File: src/rtl/lsu_bus_clken_gen_pkg.sv
// Shared LSU bus-clock definitions: ratio width and the ratio-change FSM states.
package lsu_bus_clken_gen_pkg;

    localparam int LSU_BUS_RATIO_W = 3;

    typedef enum logic [1:0] {
        RUN   = 2'd0,
        DRAIN = 2'd1,
        APPLY = 2'd2
    } lsu_busratio_state_t;

endpackage

File: src/rtl/lsu_bus_clken_cnt.sv
// Core:bus divider counter producing the bus-edge enable and its one-cycle delayed copy.
module lsu_bus_clken_cnt
    import lsu_bus_clken_gen_pkg::*;
(
    input  logic                       clk,
    input  logic                       rst_l,
    input  logic [LSU_BUS_RATIO_W-1:0] ratio,
    input  logic                       restart,
    input  logic                       override,
    output logic                       bus_edge,
    output logic                       en,
    output logic                       en_q
);

    logic [LSU_BUS_RATIO_W-1:0] cnt_reg;

    assign bus_edge = (cnt_reg == ratio);

    always_ff @(posedge clk or negedge rst_l) begin
        if (!rst_l) begin
            cnt_reg <= '0;
            en      <= 1'b0;
            en_q    <= 1'b0;
        end else begin
            en_q <= en;
            // A restart realigns the phase so the new ratio starts counting from zero.
            if (restart) begin
                cnt_reg <= '0;
                en      <= override;
            end else begin
                cnt_reg <= bus_edge ? '0 : cnt_reg + 1'b1;
                en      <= bus_edge | override;
            end
        end
    end

endmodule

File: src/rtl/lsu_bus_clken_gen.sv
// Bus clock enable generator with a programmable 1:1..1:8 ratio changed via a drained valid/ready request.
module lsu_bus_clken_gen
    import lsu_bus_clken_gen_pkg::*;
#(
    parameter logic [LSU_BUS_RATIO_W-1:0] DEFAULT_RATIO = '0,
    parameter int                         DRAIN_MAX     = 16
) (
    input  logic                       clk,
    input  logic                       rst_l,
    input  logic                       clk_override,
    input  logic                       lsu_bus_idle,
    input  logic                       ratio_wr_valid,
    input  logic [LSU_BUS_RATIO_W-1:0] ratio_wr_data,
    output logic                       ratio_wr_ready,
    output logic                       ratio_wr_ack,
    output logic                       ratio_wr_err,
    output logic [LSU_BUS_RATIO_W-1:0] bus_clk_ratio,
    output logic                       lsu_bus_clk_en,
    output logic                       lsu_bus_clk_en_q
);

    localparam int DCW = (DRAIN_MAX > 1) ? $clog2(DRAIN_MAX) : 1;
    localparam logic [DCW-1:0] DRAIN_LAST = DCW'(DRAIN_MAX - 1);

    lsu_busratio_state_t        state_reg;
    logic [LSU_BUS_RATIO_W-1:0] pending_reg;
    logic [DCW-1:0]             drain_cnt_reg;
    logic                       bus_edge;

    assign ratio_wr_ready = (state_reg == RUN);

    lsu_bus_clken_cnt u_cnt (
        .clk      (clk),
        .rst_l    (rst_l),
        .ratio    (bus_clk_ratio),
        .restart  (state_reg == APPLY),
        .override (clk_override),
        .bus_edge (bus_edge),
        .en       (lsu_bus_clk_en),
        .en_q     (lsu_bus_clk_en_q)
    );

    always_ff @(posedge clk or negedge rst_l) begin
        if (!rst_l) begin
            state_reg     <= RUN;
            pending_reg   <= DEFAULT_RATIO;
            drain_cnt_reg <= '0;
            bus_clk_ratio <= DEFAULT_RATIO;
            ratio_wr_ack  <= 1'b0;
            ratio_wr_err  <= 1'b0;
        end else begin
            ratio_wr_ack <= 1'b0;
            ratio_wr_err <= 1'b0;
            case (state_reg)
                RUN: begin
                    if (ratio_wr_valid) begin
                        pending_reg   <= ratio_wr_data;
                        drain_cnt_reg <= '0;
                        state_reg     <= DRAIN;
                    end
                end
                DRAIN: begin
                    // Only real counter edges count; idle on the final edge still applies.
                    if (bus_edge) begin
                        if (lsu_bus_idle) begin
                            state_reg <= APPLY;
                        end else if (drain_cnt_reg == DRAIN_LAST) begin
                            state_reg    <= RUN;
                            ratio_wr_ack <= 1'b1;
                            ratio_wr_err <= 1'b1;
                        end else begin
                            drain_cnt_reg <= drain_cnt_reg + 1'b1;
                        end
                    end
                end
                APPLY: begin
                    bus_clk_ratio <= pending_reg;
                    ratio_wr_ack  <= 1'b1;
                    state_reg     <= RUN;
                end
                default: state_reg <= RUN;
            endcase
        end
    end

endmodule

File: config.mk
export PLATFORM = sky130hd
export DESIGN_NAME = lsu_bus_clken_gen
export DESIGN_NICKNAME = d
export VERILOG_FILES = /design/src/rtl/lsu_bus_clken_gen_pkg.sv /design/src/rtl/lsu_bus_clken_cnt.sv /design/src/rtl/lsu_bus_clken_gen.sv
export SDC_FILE = /design/constraint.sdc
export NUM_CORES = 1
export LEC_CHECK = 0
export BUFFER_PORTS_ARGS = -buffer_cell sky130_fd_sc_hd__buf_2
export CORE_UTILIZATION = 57
export DETAILED_ROUTE_END_ITERATION = 6
export MAX_ROUTING_LAYER = met4
export PLACE_DENSITY = 0.84
export SYNTH_ARGS = -nofsm -noshare
export SYNTH_HDL_FRONTEND = slang
export SYNTH_SLANG_ARGS = --single-unit
File: constraint.sdc
create_clock -name clk -period 3.85 [get_ports clk]
set_input_delay 0.5775 -clock clk [delete_from_list [all_inputs] [get_ports clk]]
set_output_delay 0.5775 -clock clk [all_outputs]
set_load 0.01 [all_outputs]
==> run_results.csv <==
group,metric,value,unit
sta,finalCritPeriodShare,0.541,
sta,max_freq,480,MHz
worst_setup_path,r2r_start,"state_reg[1]",
global_route,grt_pass1_wl,2.69,mm
cells_and_area,syn2layout_area_growth,11.8,%
global_route,grt_max_degree,20,
sta,setup_ws,1.77,ns
drt,avgRoutedWirePerCell,13.8,um
cts,clk_path_buf_depth,2,
floorplan,coreArea,0.00152,mm2
synthesis,avgSynthCellArea,11.4,um2
drt,viasPerCell,6.07,
worst_setup_path,rrSetupSlack,1.77,ns
synthesis,synth_edf_count,0,
worst_setup_path,crit_type,"reg2reg",
drt,final_antenna_net_count,0,
power_and_ir_drop,power.leakage,0.490,nW
worst_setup_path,critical-path-top-delay-family,"compound AO/OA/AOI/OAI gates",
worst_setup_path,cp_cell_sequence,"inv_1 -> ha_1 -> and3b_1 -> a41oi_1 -> nor4_1 -> a211o_1",
drt,wl_met2,818,um
floorplan,ios,16,
cts,cts-root-buf,"clkbuf_4",
cells_and_area,drive_gt1_frac,0.276,
sta,hold_viol,0,
drt,route.met3.wl,54,um
sta,slew_headroom,0.412,
synthesis,synth_async_sr_flop_share,1.00,
flow_run,cap_violations,0,
drt,num_vias,692,
worst_setup_path,crit_path_end_kind,"flip-flop",
placed_design,place_ws,1.78,ns
drt,wl_met1,693,um
sta,worstMarginPinSlew,0.876,ns
cts,cts-buffers-inserted,3,
power_and_ir_drop,p_total,0.000861,W
drt,top_layer,"met4",
drt,routed_wl,1.58,mm
cells_and_area,nets,113,
floorplan,rows,14,
worst_hold_path,hold_class,"in2async",
synthesis,syn_area,935,um2
cts,clk_pin_slew_worst_paths,0.10,ns
synthesis,synth_top_area_share,0.509,
floorplan,die_area,0.00181,mm2
worst_setup_path,cp_slowest_cell,"ha_1",
synthesis,synth_top_area_cell,"dfrtp_1",
floorplan,die_h,42.5,um
cells_and_area,largest_register_ffs,4,
placed_design,io_buffers,15,
worst_setup_path,startpoint,"state_reg[1]",
cts,htree_levels,1,
synthesis,yosysWarnings,0,
worst_setup_path,critPathArrivalTime,2.27,ns
status,status,"complete, no violations",
global_route,grt_pass1_vias,633,
sta,setup_viol,0,
worst_setup_path,cp.depth,6,
sta,fin_crit,2.08,ns
floorplan,start_util,0.613,
sta,whs,0.194,ns
cts,clk_latency,0.29,ns
synthesis,seq_area_frac_synth,0.509,
drt,first_pass_iters,4,
drt,drcViolationCount,0,
cts,cts_resized,0,
worst_setup_path,path_buf_inv,1,
power_and_ir_drop,vdd_drop_max,585,uV
worst_setup_path,crit_end,"drain_cnt_reg[2]",
placed_design,hpwl,1.19,mm
drt,drtIter0Drc,16,
floorplan,die_x,42.5,um
sta,rsz0062_at_grt,"false",
placed_design,place.gp.congestion,0.842,
synthesis,synth_commonest_cells,"dfrtp_1, ha_1, mux2_2",
worst_setup_path,cp.required,4.04,ns
synthesis,synth_flop_cell,"dfrtp_1",
global_route,grt_overflow,0,
sta,slew_viol_final,0,
cells_and_area,n_antenna_cell,0,
cts,post-cts-setup-buffers,0,
synthesis,syn_inst,82,
synthesis,synth_nets,96,
cells_and_area,finish.utilization,0.686,
worst_setup_path,cp-start-kind,"flip-flop",
sta,setup_tns,0,ns
worst_setup_path,crit_path_max_fanout,14,
synthesis,ys_ff_latch,19,
cts,hold_buffers,0,
global_route,antenna_found_initial,0,
worst_setup_path,timing.rr.end,"drain_cnt_reg[2]",
cts,cts_tree,"built",
synthesis,yosysMostFrequentCell,"dfrtp_1",
synthesis,synth_cell_types,33,
worst_setup_path,reg2reg_depth,6,
sta,clock_skew,0.000743,ns
global_route,grt_usage,0.209,
cts,cts_num_sinks,19,
worst_setup_path,cpPeakStageDelay,0.42,ns
synthesis,ys_top_cells_by_area,"dfrtp_1, ha_1, mux2_2, xor2_1, o211ai_1",
power_and_ir_drop,p_per_area,824,mW/mm2
==> metal layers <==
layer  vias to the layer above  GRT usage
met2                        18      0.329
met1                       339      0.253
met5                         -          -
met4                         0      0.113
li1                        333          -
met3                         2     0.0388
==> layout by cell type (no fill, tap or decap), types with 2 or more instances in the layout <==
cell,n
dfrtp_1,19
mux2_2,6
buf_2,15
clkbuf_4,3
xor2_1,3
o211ai_1,3
ha_1,6
nor2_1,2
nand3_1,4
a21oi_1,2
nand2_1,4
nand2b_1,2
a31oi_1,2
nor3_1,3
inv_1,4
nor4_1,2
==> per-stage QoR <==
| stage | std cells | area (um2) |
|---|---|---|
| after global placement | 110 | 1020 |
| after global routing | 114 | 1040 |
| after CTS | 114 | 1040 |
| final | 114 | 1040 |
| after floorplan | 82 | 935 |
| after detailed placement | 110 | 1020 |
==> worst reg2reg max path: cells and delay by family (launching register included) <==
family / cells / cell delay [ns]
buffers and inverters: 1 / 0.13
adders and majority gates: 1 / 0.42
AOI/OAI and AO/OA: 2 / 0.67
and+or+nand+nor: 2 / 0.34
DFF: 1 / 0.41
==> logic make-up after synthesis <==
kind of cell | synth area share
muxes | 0.0723
DFF | 0.509
and+or+nand+nor | 0.146
adders and majority gates | 0.0803
xor gates and xnor gates | 0.0375
buffers and inverters | 0.0294
AOI/OAI and AO/OA | 0.126
==> worst min-delay path by stage <==
stage | from | endpoint | slack, ns | cells past startpoint
after floorplan | rst_l | bus_clk_ratio[0] | 0.28 | 0
after CTS | rst_l | u_cnt.en_q | 0.20 | 1
after global placement | u_cnt.en | u_cnt.en_q | 0.36 | 0
final | rst_l | u_cnt.en | 0.19 | 1
after detailed placement | u_cnt.en | u_cnt.en_q | 0.36 | 0
after global routing | rst_l | u_cnt.en_q | 0.22 | 1
==> power by group <==
group / total [W] / leakage (nW) / switching [W] / internal [W]
clock: 0.0000981 / 0.0177 / 0.0000594 / 0.0000387
combinational: 0.000415 / 0.235 / 0.000230 / 0.000185
sequential: 0.000348 / 0.237 / 0.0000623 / 0.000285
==> cell type report <==
| class | count | area, um2 |
|---|---|---|
| Inverter | 4 | 15.0 |
| Fill cell | 126 | 479 |
| Tap cell | 16 | 20.0 |
| Clock buffer | 3 | 22.5 |
| Multi-Input combinational cell | 56 | 432 |
| Clock inverter | 1 | 5.00 |
| Timing Repair Buffer | 15 | 75.1 |
| Sequential cell | 19 | 475 |
Power figures use the tool's default switching activity.
